===== config.mk =====
export PLATFORM = sky130hd
export DESIGN_NAME = alu_rr_scheduler
export DESIGN_NICKNAME = d
export VERILOG_FILES = /design/src/rtl/alu_pkg.sv /design/src/rtl/alu_core.sv /design/src/rtl/alu_rr_scheduler.sv
export SDC_FILE = /design/constraint.sdc
export NUM_CORES = 1
export LEC_CHECK = 0
export BUFFER_PORTS_ARGS = -buffer_cell sky130_fd_sc_hd__buf_2
export CORE_ASPECT_RATIO = 1.25
export CORE_MARGIN = 3
export CORE_UTILIZATION = 55
export DETAILED_ROUTE_END_ITERATION = 6
export GPL_TIMING_DRIVEN = 1
export PLACE_DENSITY = 0.83
export REMOVE_ABC_BUFFERS = 1
export SKIP_CTS_REPAIR_TIMING = 1
export SYNTH_ARGS = -nofsm -noshare
export SYNTH_HDL_FRONTEND = slang
export SYNTH_SLANG_ARGS = --single-unit

===== constraint.sdc =====
create_clock -name clk -period 5.6 [get_ports clk]
set_clock_uncertainty 0.05 [all_clocks]
set_input_delay 1.68 -clock clk [delete_from_list [all_inputs] [get_ports clk]]
set_output_delay 1.68 -clock clk [all_outputs]
set_load 0.02 [all_outputs]

===== src/rtl/alu_pkg.sv =====
// ---------------------------------------------------------------------------
// alu_pkg
// Shared definitions for the round-robin ALU scheduler.
//   - 4-bit opcode encodings understood by alu_core (OP_ADD .. OP_GT)
//   - OP_LAST: highest legal opcode; anything above is an illegal op
//   - state_t: scheduler FSM encoding (IDLE=0, EXEC=1, RESP=2)
// ---------------------------------------------------------------------------
package alu_pkg;

    localparam logic [3:0] OP_ADD  = 4'd0;
    localparam logic [3:0] OP_SUB  = 4'd1;
    localparam logic [3:0] OP_AND  = 4'd2;
    localparam logic [3:0] OP_OR   = 4'd3;
    localparam logic [3:0] OP_XOR  = 4'd4;
    localparam logic [3:0] OP_NOT  = 4'd5;
    localparam logic [3:0] OP_EQ   = 4'd6;
    localparam logic [3:0] OP_LT   = 4'd7;
    localparam logic [3:0] OP_GT   = 4'd8;
    localparam logic [3:0] OP_LAST = 4'd8;

    typedef enum logic [1:0] {
        ST_IDLE = 2'd0,
        ST_EXEC = 2'd1,
        ST_RESP = 2'd2
    } state_t;

    // True for opcodes the ALU actually implements.
    function automatic logic op_is_legal(input logic [3:0] op);
        return (op <= OP_LAST);
    endfunction

endpackage


===== src/rtl/alu_core.sv =====
// ---------------------------------------------------------------------------
// alu_core
// Purely combinational ALU shared by all requesters of the scheduler.
// Ports:
//   a, b      in  WIDTH  operands
//   op        in  4      opcode (see alu_pkg)
//   result    out WIDTH  result, modulo 2^WIDTH; 0 for illegal opcodes
//   zero      out 1      result == 0 (also set for illegal opcodes)
//   overflow  out 1      signed overflow, ADD/SUB only
//   err       out 1      illegal opcode (op above OP_LAST)
// ---------------------------------------------------------------------------
module alu_core
    import alu_pkg::*;
#(
    parameter int WIDTH = 32
) (
    input  logic [WIDTH-1:0] a,
    input  logic [WIDTH-1:0] b,
    input  logic [3:0]       op,
    output logic [WIDTH-1:0] result,
    output logic             zero,
    output logic             overflow,
    output logic             err
);

    logic [WIDTH-1:0] sum;
    logic [WIDTH-1:0] diff;
    logic             lt_s;
    logic             gt_s;

    assign sum  = a + b;
    assign diff = a - b;
    assign lt_s = $signed(a) < $signed(b);
    assign gt_s = $signed(a) > $signed(b);

    always_comb begin
        result   = '0;
        overflow = 1'b0;
        err      = !op_is_legal(op);
        case (op)
            OP_ADD: begin
                result   = sum;
                // Like-signed operands producing an opposite-signed sum.
                overflow = (a[WIDTH-1] == b[WIDTH-1]) && (sum[WIDTH-1] != a[WIDTH-1]);
            end
            OP_SUB: begin
                result   = diff;
                // Unlike-signed operands where the sign of a is not preserved.
                overflow = (a[WIDTH-1] != b[WIDTH-1]) && (diff[WIDTH-1] != a[WIDTH-1]);
            end
            OP_AND:  result = a & b;
            OP_OR:   result = a | b;
            OP_XOR:  result = a ^ b;
            OP_NOT:  result = ~a;
            OP_EQ:   result = (a == b) ? '1 : '0;
            OP_LT:   result = lt_s ? '1 : '0;
            OP_GT:   result = gt_s ? '1 : '0;
            default: result = '0;
        endcase
    end

    // Derived from the final result so an illegal op also reports zero.
    assign zero = (result == '0);

endmodule


===== src/rtl/alu_rr_scheduler.sv =====
// ---------------------------------------------------------------------------
// alu_rr_scheduler
// Shares one alu_core among NREQ requesters using round-robin arbitration.
// Exactly one operation is in flight: IDLE (arbitrate/accept) -> EXEC
// (compute and register) -> RESP (hold response until accepted).
// Ports:
//   clk, rst       clock; synchronous active-high reset
//   req_valid      in  NREQ        per-requester valid
//   req_ready      out NREQ        one-hot grant (IDLE only) or zero
//   req_a, req_b   in  NREQ*WIDTH  operands, requester i at [i*WIDTH +: WIDTH]
//   req_op         in  NREQ*4      opcodes, requester i at [i*4 +: 4]
//   resp_valid     out 1           response valid (RESP state)
//   resp_ready     in  1           response consumer ready
//   resp_id        out IDW         requester owning the response
//   resp_result    out WIDTH       ALU result
//   resp_zero      out 1           result == 0
//   resp_overflow  out 1           signed overflow (ADD/SUB)
//   resp_err       out 1           illegal opcode
//   busy           out 1           FSM not in IDLE
// ---------------------------------------------------------------------------
module alu_rr_scheduler
    import alu_pkg::*;
#(
    parameter int WIDTH = 32,
    parameter int NREQ  = 4,
    parameter int IDW   = 2
) (
    input  logic                 clk,
    input  logic                 rst,
    input  logic [NREQ-1:0]      req_valid,
    output logic [NREQ-1:0]      req_ready,
    input  logic [NREQ*WIDTH-1:0] req_a,
    input  logic [NREQ*WIDTH-1:0] req_b,
    input  logic [NREQ*4-1:0]    req_op,
    output logic                 resp_valid,
    input  logic                 resp_ready,
    output logic [IDW-1:0]       resp_id,
    output logic [WIDTH-1:0]     resp_result,
    output logic                 resp_zero,
    output logic                 resp_overflow,
    output logic                 resp_err,
    output logic                 busy
);

    // ------------------------------------------------------------------
    // Unpack the flat request buses into per-requester arrays.
    // ------------------------------------------------------------------
    logic [WIDTH-1:0] a_arr  [NREQ];
    logic [WIDTH-1:0] b_arr  [NREQ];
    logic [3:0]       op_arr [NREQ];

    genvar gi;
    generate
        for (gi = 0; gi < NREQ; gi++) begin : g_unpack
            assign a_arr[gi]  = req_a[gi*WIDTH +: WIDTH];
            assign b_arr[gi]  = req_b[gi*WIDTH +: WIDTH];
            assign op_arr[gi] = req_op[gi*4 +: 4];
        end
    endgenerate

    // ------------------------------------------------------------------
    // State
    // ------------------------------------------------------------------
    state_t           state_reg;
    state_t           state_next;
    logic [IDW-1:0]   rr_ptr_reg;
    logic [IDW-1:0]   id_reg;
    logic [WIDTH-1:0] a_reg;
    logic [WIDTH-1:0] b_reg;
    logic [3:0]       op_reg;
    logic [WIDTH-1:0] result_reg;
    logic             zero_reg;
    logic             overflow_reg;
    logic             err_reg;

    // ------------------------------------------------------------------
    // Round-robin pick: first valid requester at or above rr_ptr, wrapping.
    // ------------------------------------------------------------------
    logic           any_valid;
    logic [IDW-1:0] winner;

    always_comb begin : rr_pick
        int cand;
        any_valid = 1'b0;
        winner    = '0;
        cand      = 0;
        for (int k = 0; k < NREQ; k++) begin
            cand = int'(rr_ptr_reg) + k;
            if (cand >= NREQ) begin
                cand = cand - NREQ;
            end
            if (!any_valid && req_valid[cand]) begin
                any_valid = 1'b1;
                winner    = IDW'(cand);
            end
        end
    end

    // Grant fires only in IDLE and never while reset is being applied.
    logic accept;
    assign accept = (state_reg == ST_IDLE) && any_valid && !rst;

    // ------------------------------------------------------------------
    // ALU
    // ------------------------------------------------------------------
    logic [WIDTH-1:0] alu_result;
    logic             alu_zero;
    logic             alu_overflow;
    logic             alu_err;

    alu_core #(
        .WIDTH (WIDTH)
    ) u_alu_core (
        .a        (a_reg),
        .b        (b_reg),
        .op       (op_reg),
        .result   (alu_result),
        .zero     (alu_zero),
        .overflow (alu_overflow),
        .err      (alu_err)
    );

    // ------------------------------------------------------------------
    // FSM next state / grant
    // ------------------------------------------------------------------
    always_comb begin
        state_next = state_reg;
        req_ready  = '0;
        case (state_reg)
            ST_IDLE: begin
                if (accept) begin
                    req_ready[winner] = 1'b1;
                    state_next        = ST_EXEC;
                end
            end
            ST_EXEC: begin
                state_next = ST_RESP;
            end
            ST_RESP: begin
                // A new request arriving here waits for IDLE.
                if (resp_ready) begin
                    state_next = ST_IDLE;
                end
            end
            default: begin
                state_next = ST_IDLE;
            end
        endcase
    end

    always_ff @(posedge clk) begin
        if (rst) begin
            state_reg <= ST_IDLE;
        end else begin
            state_reg <= state_next;
        end
    end

    // ------------------------------------------------------------------
    // Datapath registers
    // ------------------------------------------------------------------
    always_ff @(posedge clk) begin
        if (rst) begin
            rr_ptr_reg   <= '0;
            id_reg       <= '0;
            a_reg        <= '0;
            b_reg        <= '0;
            op_reg       <= '0;
            result_reg   <= '0;
            zero_reg     <= 1'b0;
            overflow_reg <= 1'b0;
            err_reg      <= 1'b0;
        end else begin
            if (accept) begin
                id_reg <= winner;
                a_reg  <= a_arr[winner];
                b_reg  <= b_arr[winner];
                op_reg <= op_arr[winner];
            end
            if (state_reg == ST_EXEC) begin
                result_reg   <= alu_result;
                zero_reg     <= alu_zero;
                overflow_reg <= alu_overflow;
                err_reg      <= alu_err;
            end
            // The served requester drops to lowest priority.
            if ((state_reg == ST_RESP) && resp_ready) begin
                if (id_reg == IDW'(NREQ - 1)) begin
                    rr_ptr_reg <= '0;
                end else begin
                    rr_ptr_reg <= id_reg + 1'b1;
                end
            end
        end
    end

    // ------------------------------------------------------------------
    // Outputs
    // ------------------------------------------------------------------
    assign resp_valid    = (state_reg == ST_RESP);
    assign busy          = (state_reg != ST_IDLE);
    assign resp_id       = id_reg;
    assign resp_result   = result_reg;
    assign resp_zero     = zero_reg;
    assign resp_overflow = overflow_reg;
    assign resp_err      = err_reg;

endmodule


==> results.json <==
{
  "wl_met3_mm": 3.299,
  "max-slew-margin-rel_pct": 32.50,
  "worstPathRequired_ps": 3870,
  "synth_ff_type": "dfxtp_1",
  "insertion_delay_ps": 370,
  "rows": 58,
  "htreeDepth": 3,
  "cp.arrival_ps": 3300,
  "die_x_um": 136,
  "core_area_um2": 20460,
  "cp-start-kind": "input pin",
  "route.top_layer_used": "met4",
  "finish.utilization_pct": 66.53,
  "grt_pass1_wl_mm": 69.23,
  "initial_core_util_pct": 56.77,
  "async_flop_share_pct": 0,
  "worstPathCellList": "buf_2, inv_1, nor2_1, a21oi_1, nor2_1, a211oi_4, buf_4, nor4_1, buf_2",
  "clk_path_buf_depth": 2,
  "cpLargestDelayFamily": "simple AND/OR/NAND/NOR gates",
  "period_needed_ps": 5033,
  "grt_max_degree": 74,
  "syn_area_um2": 11620,
  "cpMaxStageDelayCell": "nor4_1",
  "crit_buf_inv": 4,
  "netlist_instances": 1697,
  "post-place-cells": 2180,
  "syn_avg_cell_area_um2": 6.847,
  "hold_class": "reg2reg",
  "fp.dieH_um": 168.5,
  "ys_warn_count": 0,
  "die-area_um2": 22920,
  "nNetsFinal": 2299,
  "slowest_delay_ps": 500,
  "rsz0062_at_grt": "no",
  "worstSetupPathType": "in2out",
  "io_buffers": 321,
  "vias": 14112,
  "ir_drop_uv": 178.3,
  "hold_violations": 0,
  "area.growth.synth_to_final_pct": 17.19,
  "yosysSeqAreaShare_pct": 18.78,
  "r2r_slack_ps": 1220,
  "drc": 0,
  "drive_gt1_share_pct": 21.39,
  "hold_ws_ps": 421.3,
  "drt_iter0_drc": 1278,
  "nFillCells": 1826,
  "root_buffer": "clkbuf_16",
  "cts_tree": "yes",
  "wire_per_inst_um": 20.54,
  "tightest_slew_ps": 1012,
  "hpwlAfterDp_mm": 33.70,
  "met2WireLength_mm": 21.65,
  "track_usage_pct": 37.54,
  "synth_edf_count": 0,
  "wl_met1_mm": 17.55,
  "netlist-cell-type-count": 89,
  "antenna_cells": 0,
  "synth-seq-cells": 109,
  "place_congestion": 1.028,
  "critPathCaptureType": "primary output",
  "antenna_found_initial": 0,
  "clk_pin_slew_ps": 90,
  "numCtsBuffers": 9,
  "clock-sinks": 109,
  "status": "completed",
  "wirelength_mm": 45.10,
  "maxCapViolations": 0,
  "first_pass_iters": 6,
  "via_per_inst": 6.426,
  "period_share_pct": 89.87,
  "setup_violations": 0,
  "io_pins": 322,
  "critical_path.max_fanout": 6,
  "timing.fmax_mhz": 198.7,
  "drv_slew": 0,
  "first_global_vias": 13197,
  "cellLeakagePower_nw": 5.977,
  "gr-total-overflow": 0,
  "stdcell_count": 2196,
  "power.density_nw_per_um2": 285.7,
  "drtAntennaViolNets": 0
}
per-layer routing:
layer / GRT usage [%] / up-vias
met3: 4.845 / 157
met2: 64.82 / 724
met5: 0 / -
met1: 44.86 / 6621
li1: - / 6610
met4: 20.25 / 0
power by group:
group	internal, mW	switching, mW	total, mW
Combinational	0.811	1.43	2.24
Clock	0.318	0.359	0.678
Sequential	0.878	0.0969	0.974
cell usage in the layout (no fill, tap or decap), types with 6 or more instances in the layout:
cell type / n
buf_2: 320
nand2_1: 215
a21oi_1: 202
nor2_1: 175
dfxtp_1: 109
inv_1: 97
ha_1: 97
a211oi_1: 72
o21ai_0: 61
and2_1: 49
a311oi_1: 46
nor3_1: 32
buf_4: 32
o22ai_1: 29
nand2b_1: 26
a31oi_1: 26
nor2b_1: 22
a221oi_1: 21
nand3_1: 18
a21o_1: 17
nor4_1: 16
nand4_1: 13
o31ai_1: 12
o211ai_1: 9
clkbuf_16: 9
a221o_1: 8
mux2i_1: 8
o221ai_1: 8
or2_2: 7
or4_1: 7
a21boi_0: 7
or3_1: 7
o2111ai_1: 7
o211a_1: 6
mux2_2: 6
xnor2_1: 6
area by class of cell:
class | instances | area [um^2] | area share [%]
flip-flops and latches | 109 | 2182 | 16.03
well taps | 270 | 337.8 | 2.481
multi-input cells | 1351 | 8587 | 63.07
inverters | 98 | 367.9 | 2.702
repair buffers | 352 | 1842 | 13.53
clock inverters | 7 | 73.82 | 0.5422
clock buffers | 9 | 225.2 | 1.654
worst reg2reg max path, delay by kind of cell, from the launching register on:
family | cells | cell delay [ps]
muxes | 1 | 480
and+or+nand+nor | 3 | 640
DFF | 1 | 380
AOI/OAI and AO/OA | 7 | 1730
adders and majority gates | 2 | 690
buffers and inverters | 2 | 290
cells in the mapped netlist (30+ instances only):
| cell | count | share of area, % |
|---|---|---|
| nor2_1 | 176 | 5.7 |
| and2_1 | 49 | 2.6 |
| nand2_1 | 215 | 6.9 |
| a21oi_1 | 202 | 8.7 |
| a211oi_1 | 73 | 4.7 |
| o22ai_1 | 30 | 1.6 |
| clkbuf_1 | 110 | 3.6 |
| a311oi_1 | 46 | 3.5 |
| nor3_1 | 32 | 1.4 |
| ha_1 | 97 | 10 |
| dfxtp_1 | 109 | 19 |
| o21ai_0 | 61 | 2.6 |
| inv_1 | 97 | 3.1 |
final timing paths:
path	end	cells past startpoint	from
min reg2reg	resp_err	2	resp_err
max reg2reg	resp_zero	15	a_reg[0]
max	req_ready[2]	9	req_valid[0]
min	resp_err	2	resp_err
metrics by stage:
step	power (mW)	area, um^2	worst slack [ps]	setup TNS, ps
2_1_floorplan	2.456	11070	-6009	-292140
6_report	3.890	13620	567.3	0
3_3_place_gp	3.125	13320	692.3	0
4_1_cts	3.832	13620	682.9	0
3_5_place_dp	3.162	13320	687.8	0
5_1_grt	4.115	13620	548.5	0
logic make-up (layout without fill, tap and decap cells):
logic type | count (synthesis) | after routing | synth area share [%]
xor gates and xnor gates | 7 | 7 | 0.5277
DFF | 109 | 109 | 18.78
adders and majority gates | 99 | 99 | 10.79
and+or+nand+nor | 620 | 620 | 24.95
AOI/OAI and AO/OA | 610 | 610 | 35.67
buffers and inverters | 237 | 466 | 7.883
muxes | 15 | 15 | 1.400
Power figures use the tool's default switching activity.
